$ cat config.mk
export PLATFORM = sky130hd
export DESIGN_NAME = dispatcher
export DESIGN_NICKNAME = d
export VERILOG_FILES = /design/src/rtl/dispatcher.sv
export SDC_FILE = /design/constraint.sdc
export NUM_CORES = 1
export LEC_CHECK = 0
export CAP_MARGIN = 20
export CORE_AREA = 3 3 181 183
export CTS_BUF_LIST = sky130_fd_sc_hd__clkbuf_16
export DETAILED_ROUTE_END_ITERATION = 16
export DIE_AREA = 0 0 184 186
export PLACE_DENSITY = 0.68
export SYNTH_ARGS = -nofsm -noshare
export SYNTH_HDL_FRONTEND = slang
export SYNTH_SLANG_ARGS = --single-unit
$ cat constraint.sdc
create_clock -name clk -period 5.38 [get_ports clk]
set_input_delay 1.076 -clock clk [delete_from_list [all_inputs] [get_ports clk]]
set_output_delay 1.076 -clock clk [all_outputs]
set_load 0.05 [all_outputs]
$ cat src/rtl/dispatcher.sv
`default_nettype none
// ============================================================================
// Module      : dispatcher
// Description : Single-entry instruction dispatcher. Holds one fetched
//               instruction, decodes it, and resolves its source operands
//               against the regfile, the ROB and the same-cycle ALU/LSB
//               broadcasts. When the target queue and the ROB have room, it
//               registers a one-cycle dispatch strobe to the RS or the LSB.
//               Illegal opcodes are drained without a strobe.
// Ports       : clk, rst, rdy, rollback       - clock, sync reset, enable, flush
//               if_valid/if_inst/if_pc/if_ready - fetch handshake
//               reg_rs1/reg_rs2 (+ _val/_rob_id) - regfile lookup
//               rob_q1/q2 pos/ready/val         - ROB readiness query
//               alu_*/lsb_* result broadcasts   - same-cycle forwarding
//               rs_full/lsb_full/rob_full       - downstream back-pressure
//               rs_en/lsb_en/rob_en/rename_en   - registered dispatch strobes
//               out_*                           - registered dispatch payload
// Revision    : 1.0 - initial release
// ============================================================================
module dispatcher (
    input  logic        clk,
    input  logic        rst,
    input  logic        rdy,
    input  logic        rollback,
    input  logic        if_valid,
    input  logic [31:0] if_inst,
    input  logic [31:0] if_pc,
    output logic        if_ready,
    output logic [4:0]  reg_rs1,
    output logic [4:0]  reg_rs2,
    input  logic [31:0] reg_rs1_val,
    input  logic [31:0] reg_rs2_val,
    input  logic [4:0]  reg_rs1_rob_id,
    input  logic [4:0]  reg_rs2_rob_id,
    output logic [3:0]  rob_q1_pos,
    output logic [3:0]  rob_q2_pos,
    input  logic        rob_q1_ready,
    input  logic        rob_q2_ready,
    input  logic [31:0] rob_q1_val,
    input  logic [31:0] rob_q2_val,
    input  logic        alu_result,
    input  logic [3:0]  alu_rob_pos,
    input  logic [31:0] alu_val,
    input  logic        lsb_result,
    input  logic [3:0]  lsb_rob_pos,
    input  logic [31:0] lsb_val,
    input  logic        rs_full,
    input  logic        lsb_full,
    input  logic        rob_full,
    output logic        rs_en,
    output logic        lsb_en,
    output logic        rob_en,
    output logic        rename_en,
    output logic [6:0]  out_opcode,
    output logic [2:0]  out_func3,
    output logic        out_func1,
    output logic [4:0]  out_rd,
    output logic [31:0] out_imm,
    output logic [31:0] out_pc,
    output logic [3:0]  out_rob_pos,
    output logic [31:0] out_rs1_val,
    output logic [31:0] out_rs2_val,
    output logic [4:0]  out_rs1_rob_id,
    output logic [4:0]  out_rs2_rob_id
);

    localparam logic [6:0] c_OP_LOAD   = 7'b0000011;
    localparam logic [6:0] c_OP_STORE  = 7'b0100011;
    localparam logic [6:0] c_OP_LUI    = 7'b0110111;
    localparam logic [6:0] c_OP_AUIPC  = 7'b0010111;
    localparam logic [6:0] c_OP_JAL    = 7'b1101111;
    localparam logic [6:0] c_OP_JALR   = 7'b1100111;
    localparam logic [6:0] c_OP_BRANCH = 7'b1100011;
    localparam logic [6:0] c_OP_IMM    = 7'b0010011;
    localparam logic [6:0] c_OP_REG    = 7'b0110011;

    // State
    logic        r_buf_valid;
    logic [31:0] r_buf_inst;
    logic [31:0] r_buf_pc;
    logic [3:0]  r_rob_tail;
    logic        r_rs_en, r_lsb_en, r_rob_en, r_rename_en;
    logic [6:0]  r_opcode;
    logic [2:0]  r_func3;
    logic        r_func1;
    logic [4:0]  r_rd;
    logic [31:0] r_imm, r_pc;
    logic [3:0]  r_rob_pos;
    logic [31:0] r_rs1_val, r_rs2_val;
    logic [4:0]  r_rs1_id, r_rs2_id;

    // Decode of the buffered instruction
    logic [6:0]  w_op;
    logic [4:0]  w_rd, w_rs1, w_rs2;
    logic [2:0]  w_f3;
    logic        w_is_lsb, w_is_rs, w_illegal;
    logic        w_use_rs1, w_use_rs2, w_writes_rd;
    logic        w_fire, w_accept, w_legal_fire;
    logic        w_fwd1, w_fwd2;
    logic [31:0] w_imm;
    logic [36:0] w_opnd1, w_opnd2;

    assign w_op  = r_buf_inst[6:0];
    assign w_rd  = r_buf_inst[11:7];
    assign w_f3  = r_buf_inst[14:12];
    assign w_rs1 = r_buf_inst[19:15];
    assign w_rs2 = r_buf_inst[24:20];

    assign w_is_lsb  = (w_op == c_OP_LOAD) || (w_op == c_OP_STORE);
    assign w_is_rs   = (w_op == c_OP_LUI) || (w_op == c_OP_AUIPC) || (w_op == c_OP_JAL) ||
                       (w_op == c_OP_JALR) || (w_op == c_OP_BRANCH) || (w_op == c_OP_IMM) ||
                       (w_op == c_OP_REG);
    assign w_illegal = !(w_is_lsb || w_is_rs);

    assign w_use_rs1   = !((w_op == c_OP_LUI) || (w_op == c_OP_AUIPC) || (w_op == c_OP_JAL));
    assign w_use_rs2   = (w_op == c_OP_REG) || (w_op == c_OP_STORE) || (w_op == c_OP_BRANCH);
    assign w_writes_rd = !((w_op == c_OP_BRANCH) || (w_op == c_OP_STORE)) && (w_rd != 5'd0);

    // Illegal entries drain regardless of back-pressure so fetch never wedges.
    assign w_fire       = r_buf_valid &&
                          (w_illegal || (!rob_full && (w_is_lsb ? !lsb_full : !rs_full)));
    assign w_legal_fire = w_fire && !w_illegal;
    assign if_ready     = rdy && (!r_buf_valid || w_fire);
    assign w_accept     = if_valid && if_ready;

    // Immediate generation
    always_comb begin
        w_imm = 32'd0;
        case (w_op)
            c_OP_LOAD, c_OP_IMM, c_OP_JALR:
                w_imm = {{20{r_buf_inst[31]}}, r_buf_inst[31:20]};
            c_OP_STORE:
                w_imm = {{20{r_buf_inst[31]}}, r_buf_inst[31:25], r_buf_inst[11:7]};
            c_OP_BRANCH:
                w_imm = {{19{r_buf_inst[31]}}, r_buf_inst[31], r_buf_inst[7],
                         r_buf_inst[30:25], r_buf_inst[11:8], 1'b0};
            c_OP_LUI, c_OP_AUIPC:
                w_imm = {r_buf_inst[31:12], 12'd0};
            c_OP_JAL:
                w_imm = {{11{r_buf_inst[31]}}, r_buf_inst[31], r_buf_inst[19:12],
                         r_buf_inst[20], r_buf_inst[30:21], 1'b0};
            default:
                w_imm = 32'd0;
        endcase
    end

    // The regfile only sees last cycle's rename at the coming edge, so a
    // source naming that rd must take the freshly allocated ROB tag instead.
    assign reg_rs1 = w_rs1;
    assign reg_rs2 = w_rs2;
    assign w_fwd1  = r_rename_en && (r_rd == w_rs1);
    assign w_fwd2  = r_rename_en && (r_rd == w_rs2);
    assign rob_q1_pos = w_fwd1 ? r_rob_pos : reg_rs1_rob_id[3:0];
    assign rob_q2_pos = w_fwd2 ? r_rob_pos : reg_rs2_rob_id[3:0];

    // Returns {value, rob_id}; rob_id bit4 set means still pending.
    function automatic logic [36:0] f_resolve(
        input logic        used,
        input logic [4:0]  idx,
        input logic        fwd,
        input logic [3:0]  fwd_pos,
        input logic [31:0] rf_val,
        input logic [4:0]  rf_tag,
        input logic        rob_rdy,
        input logic [31:0] rob_val,
        input logic        alu_hit,
        input logic [3:0]  alu_pos,
        input logic [31:0] alu_v,
        input logic        lsb_hit,
        input logic [3:0]  lsb_pos,
        input logic [31:0] lsb_v
    );
        if (!used || idx == 5'd0)
            f_resolve = {32'd0, 5'd0};
        else if (fwd)
            f_resolve = {32'd0, 1'b1, fwd_pos};
        else if (!rf_tag[4])
            f_resolve = {rf_val, 5'd0};
        else if (rob_rdy)
            f_resolve = {rob_val, 5'd0};
        else if (alu_hit && alu_pos == rf_tag[3:0])
            f_resolve = {alu_v, 5'd0};
        else if (lsb_hit && lsb_pos == rf_tag[3:0])
            f_resolve = {lsb_v, 5'd0};
        else
            f_resolve = {32'd0, rf_tag};
    endfunction

    assign w_opnd1 = f_resolve(w_use_rs1, w_rs1, w_fwd1, r_rob_pos, reg_rs1_val, reg_rs1_rob_id,
                               rob_q1_ready, rob_q1_val, alu_result, alu_rob_pos, alu_val,
                               lsb_result, lsb_rob_pos, lsb_val);
    assign w_opnd2 = f_resolve(w_use_rs2, w_rs2, w_fwd2, r_rob_pos, reg_rs2_val, reg_rs2_rob_id,
                               rob_q2_ready, rob_q2_val, alu_result, alu_rob_pos, alu_val,
                               lsb_result, lsb_rob_pos, lsb_val);

    always_ff @(posedge clk) begin
        if (rst || (rdy && rollback)) begin
            r_buf_valid <= 1'b0;
            r_buf_inst  <= 32'd0;
            r_buf_pc    <= 32'd0;
            r_rob_tail  <= 4'd0;
            r_rs_en     <= 1'b0;
            r_lsb_en    <= 1'b0;
            r_rob_en    <= 1'b0;
            r_rename_en <= 1'b0;
            r_opcode    <= 7'd0;
            r_func3     <= 3'd0;
            r_func1     <= 1'b0;
            r_rd        <= 5'd0;
            r_imm       <= 32'd0;
            r_pc        <= 32'd0;
            r_rob_pos   <= 4'd0;
            r_rs1_val   <= 32'd0;
            r_rs2_val   <= 32'd0;
            r_rs1_id    <= 5'd0;
            r_rs2_id    <= 5'd0;
        end else if (rdy) begin
            if (w_accept) begin
                r_buf_valid <= 1'b1;
                r_buf_inst  <= if_inst;
                r_buf_pc    <= if_pc;
            end else if (w_fire) begin
                r_buf_valid <= 1'b0;
            end

            r_rs_en     <= w_legal_fire && !w_is_lsb;
            r_lsb_en    <= w_legal_fire && w_is_lsb;
            r_rob_en    <= w_legal_fire;
            r_rename_en <= w_legal_fire && w_writes_rd;

            if (w_legal_fire) begin
                r_opcode   <= w_op;
                r_func3    <= w_f3;
                r_func1    <= ((w_op == c_OP_REG) || (w_op == c_OP_IMM && w_f3 == 3'b101))
                              ? r_buf_inst[30] : 1'b0;
                r_rd       <= w_writes_rd ? w_rd : 5'd0;
                r_imm      <= w_imm;
                r_pc       <= r_buf_pc;
                r_rob_pos  <= r_rob_tail;
                r_rob_tail <= r_rob_tail + 4'd1;
                r_rs1_val  <= w_opnd1[36:5];
                r_rs1_id   <= w_opnd1[4:0];
                r_rs2_val  <= w_opnd2[36:5];
                r_rs2_id   <= w_opnd2[4:0];
            end
        end
    end

    assign rs_en          = r_rs_en;
    assign lsb_en         = r_lsb_en;
    assign rob_en         = r_rob_en;
    assign rename_en      = r_rename_en;
    assign out_opcode     = r_opcode;
    assign out_func3      = r_func3;
    assign out_func1      = r_func1;
    assign out_rd         = r_rd;
    assign out_imm        = r_imm;
    assign out_pc         = r_pc;
    assign out_rob_pos    = r_rob_pos;
    assign out_rs1_val    = r_rs1_val;
    assign out_rs2_val    = r_rs2_val;
    assign out_rs1_rob_id = r_rs1_id;
    assign out_rs2_rob_id = r_rs2_id;

endmodule
`default_nettype wire

==> run_results.csv, run 1 <==
group,metric,value,unit
run_status,outcome,"finished, final reports clean",
global_route,grt_pass1_vias,11930,
synthesis,avgSynthCellArea,8.485,sq um
critical_path,crit_path_end_kind,"primary output",
critical_path,start_kind,"flop",
die,design.die.area,0.03422,sq mm
routing,drt-pass1-iter-count,5,
synthesis,synthArstFlopShare,0,%
synthesis,syn_area,0.01144,sq mm
clock_tree,h-tree-depth,1,
timing,grt_setup_unrepaired,"false",
power,powerDensity,237.8,mW/mm^2
global_route,grt_use_total,27.07,%
die,core,0.03139,sq mm
routing,via_per_inst,5.688,
job,drv_cap,0,
cells_and_area,final_layout_size_suffix_gt1_share,7.057,%
cells_and_area,post-route-util,54.24,%
timing,max_slew.worst_pin.slew,1.002,ns
critical_path,worstSetupPathType,"reg -> out",
clock_tree,clk_path_buf_depth,3,
timing,setup_tns,0,ns
routing,vias,12250,
clock_tree,hold_buffers,0,
global_route,grt_pass1_wl,72660,microns
clock_tree,clk_latency,0.54,ns
timing,max_freq,0.2309,GHz
routing,wl_per_cell,23.14,microns
routing,drtIter0Drc,1141,
synthesis,seq_area_frac_synth,40.43,%
routing,wl,49840,microns
routing,drc,0,
synthesis,synth.distinct_cells,61,
place,port-buffer-count,466,
clock_tree,clock_sinks,231,
synthesis,netlist_instances,1348,
die,start_util,36.43,%
critical_path,cp.required,4.30,ns
place,hpwl,36340,microns
synthesis,synth-main-ff-cell,"dfxtp_1",
clock_tree,root_buffer,"clkbuf_16",
timing,final_max_slew_viol_count,0,
synthesis,synth_nets,1635,
clock_tree,cts_tree,"done",
timing,setup_violations,0,
die,std_cell_rows,65,
timing,hold_violations,0,
clock_tree,cts_setup_buffers,0,
global_route,grt_antenna_before_repair,11,
critical_path,crit_path_cell_trace,"xor2_1 > nor4_1 > nand3_1 > mux2i_1 > inv_1 > clkdlybuf4s50_1",
critical_path,path_buf_inv,2,
routing,ant_nets,0,
clock_tree,numCtsBuffers,27,
timing,fin_crit_sh,80.51,%
timing,max_slew_margin,33.21,%
critical_path,crit_slowest_cell,"clkdlybuf4s50_1",
synthesis,synth_edf_count,0,
clock_tree,cts_resized,0,
min_path,hold_path_class,"reg -> reg",
die,pin_count,467,
clock_tree,path_clk_slew,0.06,ns
synthesis,synth_seq_cells,231,
die,dieWidth,184,microns
cells_and_area,area_growth,48.88,%
critical_path,critPathMaxStageDelay,0.70,ns
synthesis,yosysWarningCount,0,
power,ir_worst_vdd,190.0,uV
critical_path,crit_fanout,6,
die,chipHeight,186,microns
critical_path,crit_family,"simple AND/OR/NAND/NOR gates",
global_route,grt_max_degree,68,
place,gp_congestion,0.9265,
power,power.leakage,5.737,nW
global_route,grt_overflow,0,
timing,skew,0.01313,ns
timing,fin_crit,4.331,ns
cells_and_area,fin_nets,2014,
critical_path,arrival,3.26,ns
[layout by cell type (no fill, tap or decap), types with 4 or more instances in the layout]
cell type	count
nand4_1	15
inv_1	113
buf_4	29
nand2_1	165
clkinv_2	6
a21oi_1	93
o22ai_1	62
clkbuf_16	27
o32ai_1	36
o21a_1	5
xnor2_1	11
a32o_1	5
o31ai_1	35
nor3_1	33
nor2_1	12
o32ai_2	31
xor2_1	11
o21ai_1	14
nor2b_1	5
o21ai_0	49
clkdlybuf4s50_1	466
clkinv_1	4
nand3_1	53
mux2_2	4
mux2i_1	68
a22oi_1	5
a31oi_1	34
dfxtp_1	231
diode_2	9
a311oi_1	32
a211oi_1	27
nand2b_1	6
[synthesized netlist by cell type, drive strengths merged, types with 34 or more instances]
cell type	instances	area share, %
o31ai	35	2.3
o22ai	62	3.4
inv	109	3.6
buf	61	3.5
o32ai	67	7.2
mux2i	68	6.0
a21oi	95	4.2
o21ai	64	2.8
nand3	53	2.3
clkbuf	86	2.8
nand2	165	5.4
dfxtp	231	40
a31oi	34	1.9
nor3	34	1.5
[cells by family (layout without fill, tap and decap cells)]
family / Yosys count / count (layout) / synth area share [%]
compound gates: 452 / 452 / 28.76
xor+xnor: 22 / 22 / 1.685
fa+ha+maj: 1 / 1 / 0.1094
buf+inv: 256 / 651 / 9.900
flops: 231 / 231 / 40.43
mux: 72 / 72 / 6.345
other cells: 0 / 9 / 0
simple gates: 314 / 314 / 12.77
[path summary, 6_finish.rpt]
path / startpoint / cells after the start / slack [ns] / to
worst max register to register: r_buf_inst[3]$_SDFFE_PP0P_ / 6 / 2.29 / r_buf_inst[26]$_SDFFE_PP0P_
worst max-delay path: out_rd[2]$_SDFFE_PP0P_ / 6 / 1.05 / rob_q1_pos[1]
worst min-delay path: out_rs1_val[21]$_SDFFE_PP0P_ / 2 / 0.45 / out_rs1_val[21]$_SDFFE_PP0P_
worst min register to register: out_rs1_val[21]$_SDFFE_PP0P_ / 2 / 0.45 / out_rs1_val[21]$_SDFFE_PP0P_
[worst register-to-register path: cells and delay by family, from the launching register on]
kind                   cells  cell delay [ns]
AOI/OAI and AO/OA          2             1.07
and+or+nand+nor            2             0.63
DFF                        1             0.57
buffers and inverters      1             0.47
muxes                      1             0.27
[flip-flops by register name (all words and copies together), names as in the netlist, 7 cells and up]
signal,count
out_opcode,7
out_imm,32
out_pc,32
r_buf_pc,32
r_buf_inst,32
out_rs2_val,32
out_rs1_val,32
[per-layer routing]
layer  up-vias  global-route usage [%]  part of all wire, %
met4         2                   11.49                  4.1
met2       580                   45.46                   48
met3       115                   7.172                  9.4
li1       5688                       -                    -
met5         -                       0                0.024
met1      5868                   32.90                   38
[layout make-up]
type / instances / area, sq um
Antenna cell: 9 / 22.52
Clock buffer: 27 / 675.6
Sequential cell: 231 / 4624
Multi-Input combinational cell: 861 / 5749
Tap cell: 402 / 503.0
Fill cell: 2924 / 14370
Timing Repair Buffer: 497 / 4930
Inverter: 109 / 409.1
Clock inverter: 18 / 113.9
[per-stage QoR]
step / std cells / hold WS (ns) / setup slack, ns / area [sq um] / total power [mW]
after global placement: 2098 / 0.4413 / 1.353 / 16170 / 2.378
after floorplan: 1348 / 0.4350 / 2.422 / 11440 / 2.056
after detailed placement: 2099 / 0.4464 / 1.317 / 16200 / 2.384
final: 2154 / 0.4526 / 1.049 / 17030 / 4.050
after global routing: 2154 / 0.4710 / 0.9321 / 17030 / 4.179
after CTS: 2144 / 0.4561 / 1.002 / 16990 / 4.071
[report_power, final]
part	leakage [nW]	switching, mW	internal (mW)
sequential	1.87	0.0219	1.73
clock	0.403	0.743	0.950
combinational	3.47	0.313	0.292
No activity file was read; power rests on OpenSTA's default activity.
==> run 2, diff against run 1 <==
--- a/config.mk
+++ b/config.mk
@@ -10,7 +10,7 @@
 export CTS_BUF_LIST = sky130_fd_sc_hd__clkbuf_16
 export DETAILED_ROUTE_END_ITERATION = 16
 export DIE_AREA = 0 0 184 186
-export PLACE_DENSITY = 0.68
+export PLACE_DENSITY = 0.71
 export SYNTH_ARGS = -nofsm -noshare
 export SYNTH_HDL_FRONTEND = slang
 export SYNTH_SLANG_ARGS = --single-unit
==> constraint.sdc (replaced) <==
create_clock -name clk -period 3.8 [get_ports clk]
set_input_delay 0.76 -clock clk [delete_from_list [all_inputs] [get_ports clk]]
set_output_delay 0.76 -clock clk [all_outputs]
set_load 0.05 [all_outputs]
==> run 2 against run 1 <==
Net effect:
- sequential share of layout area shrank 0.13 points
- sequential cell count unchanged
- first-iteration DRC count shrank 4.4%
- sequential power rose by 41%
- critical path type unchanged
==> run_results.csv, run 2 (synthesis gave the netlist of run 1 again) <==
group,metric,value,unit
place,gp_congestion,0.9105,
critical_path,endpoint,"rob_q1_pos[2]",
power,ir_worst_vdd,254.7,uV
timing,setup_violations,0,
clock_tree,h-tree-depth,1,
timing,max_slew.worst_pin.slew,0.9936,ns
run_status,outcome,"finished, final reports clean",
die,core,0.03139,sq mm
routing,drtIter0Drc,1091,
power,powerDensity,338.7,mW/mm^2
die,chipHeight,186,microns
critical_path,reg2reg_depth,6,
critical_path,worstSetupPathType,"reg -> out",
place,port-buffer-count,466,
timing,fin_crit_sh,95.93,%
place,placed_cell_area,0.01627,sq mm
timing,skew,0.01093,ns
die,std_cell_rows,65,
critical_path,crit_fanout,6,
cells_and_area,area_growth,49.59,%
timing,hold_violations,0,
clock_tree,root_buffer,"clkbuf_16",
job,drv_cap,0,
critical_path,r2r_end,"out_rs1_val[8]$_SDFFE_PP0P_",
cells_and_area,stdcell_area,0.01711,sq mm
clock_tree,hold_buffers,0,
global_route,grt_overflow,0,
min_path,hold_path_class,"reg -> reg",
critical_path,start_kind,"flop",
cells_and_area,layout_commonest_cell,"clkdlybuf4s50_1",
global_route,grt_use_total,26.23,%
global_route,grt_pass1_vias,11860,
global_route,grt_antenna_before_repair,7,
power,power.leakage,5.794,nW
clock_tree,clk_path_buf_depth,3,
timing,fin_crit,3.645,ns
place,hpwl,34810,microns
global_route,grt_pass1_wl,70770,microns
global_route,grt_max_degree,67,
cells_and_area,final_cell_mix,"clkdlybuf4s50_1 (465), dfxtp_1 (231), nand2_1 (165)",
die,pin_count,467,
cells_and_area,fin_nets,2023,
critical_path,arrival,2.89,ns
die,start_util,36.43,%
clock_tree,clk_latency,0.53,ns
clock_tree,path_clk_slew,0.06,ns
clock_tree,cts_tree,"done",
critical_path,r2r_slack,0.81,ns
die,design.die.area,0.03422,sq mm
critical_path,r2r-start,"r_buf_inst[2]$_SDFFE_PP0P_",
cells_and_area,final_layout_size_suffix_gt1_share,7.521,%
clock_tree,cts_setup_buffers,0,
critical_path,crit_path_end_kind,"primary output",
clock_tree,clock_sinks,231,
routing,ant_nets,0,
critical_path,cp.required,3.04,ns
routing,via_per_inst,5.736,
die,dieWidth,184,microns
critical_path,crit_start,"out_rd[2]$_SDFFE_PP0P_",
timing,max_slew_margin,33.76,%
routing,wl_per_cell,22.30,microns
routing,drt-pass1-iter-count,5,
timing,final_max_slew_viol_count,0,
timing,grt_setup_unrepaired,"false",
cells_and_area,fillers,2870,
timing,setup_tns,0,ns
routing,vias,12410,
clock_tree,numCtsBuffers,27,
routing,wl,48240,microns
routing,drc,0,
timing,max_freq,0.2743,GHz
run 2: cell types whose count changed in the layout (fill, tap and decap cells not counted), sizes merged:
cell	previous run	this run
dlygate4sd2	0	1
diode	9	6
bufinv	1	2
clkdlybuf4s50	466	465
inv	114	115
buf	31	40
clkinv	10	11
run 2: where the power goes:
| part | switching [mW] | internal, mW | leakage [nW] |
|---|---|---|---|
| Clock | 1.04 | 1.42 | 0.421 |
| Sequential | 0.0260 | 2.45 | 1.87 |
| Combinational | 0.444 | 0.414 | 3.51 |
run 2: per-stage QoR:
step | setup slack, ns | cells | hold WS (ns) | power [mW] | util, %
finish | 0.1546 | 2163 | 0.4553 | 5.795 | 54.50
global route | 0.02811 | 2163 | 0.4728 | 5.985 | 54.50
CTS | 0.1368 | 2157 | 0.4557 | 5.825 | 54.45
detailed placement | 0.3496 | 2109 | 0.4463 | 3.373 | 51.83
global placement | 0.3836 | 2109 | 0.4419 | 3.370 | 51.83
floorplan | 1.158 | 1348 | 0.4350 | 2.911 | -
run 2: worst min path at each step:
stage | startpoint | end | slack (ns) | depth (start not counted)
after floorplan | r_buf_pc[0]$_SDFFE_PP0P_ | r_buf_pc[0]$_SDFFE_PP0P_ | 0.43 | 2
after global placement | out_rs1_val[14]$_SDFFE_PP0P_ | out_rs1_val[14]$_SDFFE_PP0P_ | 0.44 | 2
after detailed placement | out_rs2_val[31]$_SDFFE_PP0P_ | out_rs2_val[31]$_SDFFE_PP0P_ | 0.45 | 2
after CTS | out_rs2_val[31]$_SDFFE_PP0P_ | out_rs2_val[31]$_SDFFE_PP0P_ | 0.46 | 2
after global routing | out_rs1_rob_id[4]$_SDFFE_PP0P_ | out_rs1_rob_id[4]$_SDFFE_PP0P_ | 0.47 | 1
final | out_rs2_val[31]$_SDFFE_PP0P_ | out_rs2_val[31]$_SDFFE_PP0P_ | 0.46 | 2
run 2: worst max-delay path: stages (launching register included):
cell and delay (ns):
dfxtp_1 0.36, xor2_1 0.18, nor4_1 0.38, nand3_1 0.15, buf_4 0.21, mux2i_1 0.28
inv_1 0.08, clkdlybuf4s50_1 0.70
run 2: metal layers:
layer / global-route usage, % / routed length (microns) / share of wire, % / vias up
li1: - / - / - / 5699
met1: 32.11 / 18500 / 38 / 5930
met2: 44.47 / 23350 / 48 / 657
met3: 6.097 / 4435 / 9.2 / 117
met4: 11.01 / 1933 / 4.0 / 4
met5: 0 / 17 / 0.035 / -
run 2: final cells by class:
class	instances	area, sq um	share of cell area, %
Tap cell	402	503.0	2.940
Clock buffer	27	675.6	3.949
Clock inverter	21	150.1	0.8776
Inverter	109	409.1	2.391
Multi-Input combinational cell	861	5756	33.64
Timing Repair Buffer	506	4976	29.08
Sequential cell	231	4624	27.03
Antenna cell	6	15.01	0.08776
run 2: what timing repair did:
action / CTS / global route
setup endpoints to repair: 1 / 0
gates resized for setup: 1 / 0
hold endpoints to repair: 0 / 0
==> run 3, diff against run 2 <==
==> config.mk (replaced) <==
export PLATFORM = sky130hd
export DESIGN_NAME = dispatcher
export DESIGN_NICKNAME = d
export VERILOG_FILES = /design/src/rtl/dispatcher.sv
export SDC_FILE = /design/constraint.sdc
export NUM_CORES = 1
export LEC_CHECK = 0
export ABC_AREA = 1
export CAP_MARGIN = 20
export CORE_MARGIN = 3
export CORE_UTILIZATION = 39
export CTS_BUF_LIST = sky130_fd_sc_hd__clkbuf_16
export DETAILED_ROUTE_END_ITERATION = 16
export PLACE_DENSITY = 0.72
export SYNTH_ARGS = -nofsm -noshare
export SYNTH_HDL_FRONTEND = slang
export SYNTH_SLANG_ARGS = --single-unit
==> run 3 against run 2 <==
Net effect:
- worst setup slack improved by 0.0051 ns
- synthesized cell count rose by 78%
- non-clock buffer count is 7 lower
- clock skew is 0.00075 ns lower
- final cell count rose by 50%
- critical path type unchanged
==> run_results.csv, run 3 <==
group,metric,value,unit
synthesis,synth_nets,2683,
synthesis,synth_largest_area_cell,"dfxtp_1",
timing,max_slew_margin,34.32,%
synthesis,synth_top_family_by_area,"simple AND/OR/NAND/NOR gates",
synthesis,syn_area,0.01379,sq mm
timing,setup_violations,0,
critical_path,cp.required,3.04,ns
die,start_util,39.74,%
global_route,grt_use_total,29.00,%
min_path,hold_path_class,"reg -> reg",
die,core,0.03471,sq mm
clock_tree,numCtsBuffers,28,
global_route,grt_pass1_wl,88010,microns
power,p_comb_share,17.2,%
critical_path,path_buf_inv,2,
synthesis,synthTopCellsByArea,"dfxtp_1 (34%), nand2_1 (21%), inv_1 (9.7%)",
power,internal_power,4.564,mW
clock_tree,clk_path_buf_depth,3,
clock_tree,clk_latency,0.55,ns
routing,drtIter0Drc,1120,
routing,via_per_inst,4.980,
power,ir_worst_vdd,312.1,uV
clock_tree,cts_setup_buffers,0,
timing,skew,0.01018,ns
synthesis,yosysWarningCount,0,
cells_and_area,fin_nets,3042,
die,dieWidth,194.1,microns
synthesis,synth_xor_area_share,0.1905,%
critical_path,crit_path_cell_trace,"inv_1 > nand2_1 > a21oi_1 > nand3_1 > o21ai_1 > clkdlybuf4s50_1",
timing,max_slew.worst_pin.slew,0.9853,ns
timing,hold_violations,0,
synthesis,synth_seq_cells,231,
power,power.leakage,8.617,nW
synthesis,synth_common_cells,"nand2_1 (769), inv_1 (358), nor2_1 (331), dfxtp_1 (231), nand4_1 (161)",
synthesis,synthMuxAreaShare,0,%
global_route,grt_overflow,0,
critical_path,crit_path_end_kind,"primary output",
synthesis,synth.distinct_cells,29,
power,clkPwrFrac,43.3,%
run_status,outcome,"finished, final reports clean",
routing,wl_per_cell,17.94,microns
routing,vias,16120,
cells_and_area,final_cell_mix,"nand2_1 (769), clkdlybuf4s50_1 (461), inv_1 (365)",
timing,setup_tns,0,ns
critical_path,start_kind,"flop",
place,dp.cells,3180,
cells_and_area,layout.cells.non_filler,3236,
routing,drc,0,
synthesis,synth-main-ff-cell,"dfxtp_1",
clock_tree,h-tree-depth,1,
clock_tree,cts_tree,"done",
place,gp_congestion,0.9356,
power,powerDensity,322.2,mW/mm^2
synthesis,avgSynthCellArea,5.757,sq um
place,port-buffer-count,466,
place,hpwl,41830,microns
power,p_sw_share,27.53,%
critical_path,arrival,2.88,ns
die,design.die.area,0.03766,sq mm
critical_path,crit_family,"buffers and inverters",
critical_path,critPathMaxStageDelay,0.88,ns
timing,fin_crit,3.640,ns
synthesis,synth_edf_count,0,
die,std_cell_rows,68,
synthesis,synth_top_area_share,33.52,%
routing,drt-pass1-iter-count,6,
synthesis,seq_area_frac_synth,33.52,%
synthesis,yosys.area_share.adder,0.09070,%
cells_and_area,fillers,3467,
cells_and_area,stdcell_area,0.01955,sq mm
critical_path,worstSetupPathType,"reg -> out",
power,power.share.sequential,39.5,%
power,power.total,6.298,mW
global_route,grt_max_degree,143,
critical_path,crit_fanout,10,
timing,max_freq,0.2747,GHz
clock_tree,clock_sinks,231,
die,pin_count,467,
clock_tree,hold_buffers,0,
clock_tree,path_clk_slew,0.06,ns
cells_and_area,area_growth,41.72,%
global_route,grt_antenna_before_repair,9,
job,drv_cap,0,
synthesis,netlist_instances,2396,
routing,ant_nets,0,
cells_and_area,layout_commonest_cell,"nand2_1",
synthesis,synthArstFlopShare,0,%
power,p_sw,1.734,mW
timing,final_max_slew_viol_count,0,
clock_tree,root_buffer,"clkbuf_16",
place,placed_cell_area,0.01861,sq mm
cells_and_area,final_layout_size_suffix_gt1_share,4.180,%
synthesis,synth_compound_area_share,8.100,%
timing,fin_crit_sh,95.80,%
synthesis,synth-simple-area-share,41.48,%
clock_tree,cts_resized,0,
die,chipHeight,194.1,microns
routing,wl,58070,microns
timing,grt_setup_unrepaired,"false",
critical_path,crit_slowest_cell,"clkdlybuf4s50_1",
synthesis,synth.most_common_cell,"nand2_1",
global_route,grt_pass1_vias,15120,
## run 3: cell types whose count changed in the layout (fill, tap and decap cells not counted), moves of 56 or more
cell     before  now
nand2_1     165  769
o22ai_1      62    6
mux2i_1      68    0
nor2_1       12  324
a21oi_1      93  156
nand4_1      15  161
inv_1       114  365
## run 3: path summary, 6_finish.rpt
path | slack [ns] | cells past startpoint | startpoint | endpoint
max | 0.16 | 6 | r_buf_inst[23]$_SDFFE_PP0P_ | rob_q2_pos[1]
min | 0.45 | 2 | r_buf_pc[10]$_SDFFE_PP0P_ | out_pc[10]$_SDFFE_PP0P_
max reg2reg | 0.94 | 12 | r_buf_inst[4]$_SDFFE_PP0P_ | out_rs1_val[6]$_SDFFE_PP0P_
min reg2reg | 0.45 | 2 | r_buf_pc[10]$_SDFFE_PP0P_ | out_pc[10]$_SDFFE_PP0P_
## run 3: worst register-to-register path, stage by stage (launching register included)
cell and delay, ns:
dfxtp_1 0.37, inv_2 0.09, nor2_1 0.22, nand3_2 0.35
nand2_4 0.27, inv_2 0.09, nand2_2 0.08, nand2_2 0.09
nand3b_4 0.09, buf_4 0.74, nand2_1 0.24, inv_2 0.09
nor2_1 0.05
## run 3: layout make-up
type                       count  area, sq um  share of cell area [%]
multi-input combinational   1594         6929                   35.44
timing repair buffer         499         4982                   25.48
tap                          455        569.3                   2.912
sequential                   231         4624                   23.65
inverter                     401         1505                   7.699
clock inverter                21        198.9                   1.018
antenna                        6        15.01                 0.07680
clock buffer                  29        725.7                   3.712
## run 3: metrics by stage
stage / hold WS (ns) / setup WS [ns] / utilization (%)
6_report: 0.4539 / 0.1597 / 56.32
3_3_place_gp: 0.4453 / 0.4928 / 53.60
3_5_place_dp: 0.4514 / 0.4888 / 53.60
5_1_grt: 0.4810 / 0.0007181 / 56.31
2_1_floorplan: 0.4392 / 0.6725 / -
4_1_cts: 0.4587 / 0.002635 / 56.26
## run 3: layer usage
layer	track usage (%)	vias up	part of all wire, %
met5	0	-	0.083
met1	35.45	7284	39
met4	8.085	8	3.0
li1	-	8045	-
met3	7.385	98	10
met2	50.63	681	48
## run 3: power by group through the flow
stage	clock network [mW]	registers [mW]	logic, mW
floorplan	0	2.53	0.552
global placement	0	2.54	1.07
global route	2.86	2.49	1.18
finish	2.73	2.49	1.09
detailed placement	0	2.54	1.07
CTS	2.76	2.49	1.08
## run 3: kinds of logic after synthesis
kind of cell,count (synthesis)
AOI/OAI and AO/OA,219
xor gates and xnor gates,3
adders and majority gates,1
buffers and inverters,571
DFF,231
and+or+nand+nor,1371
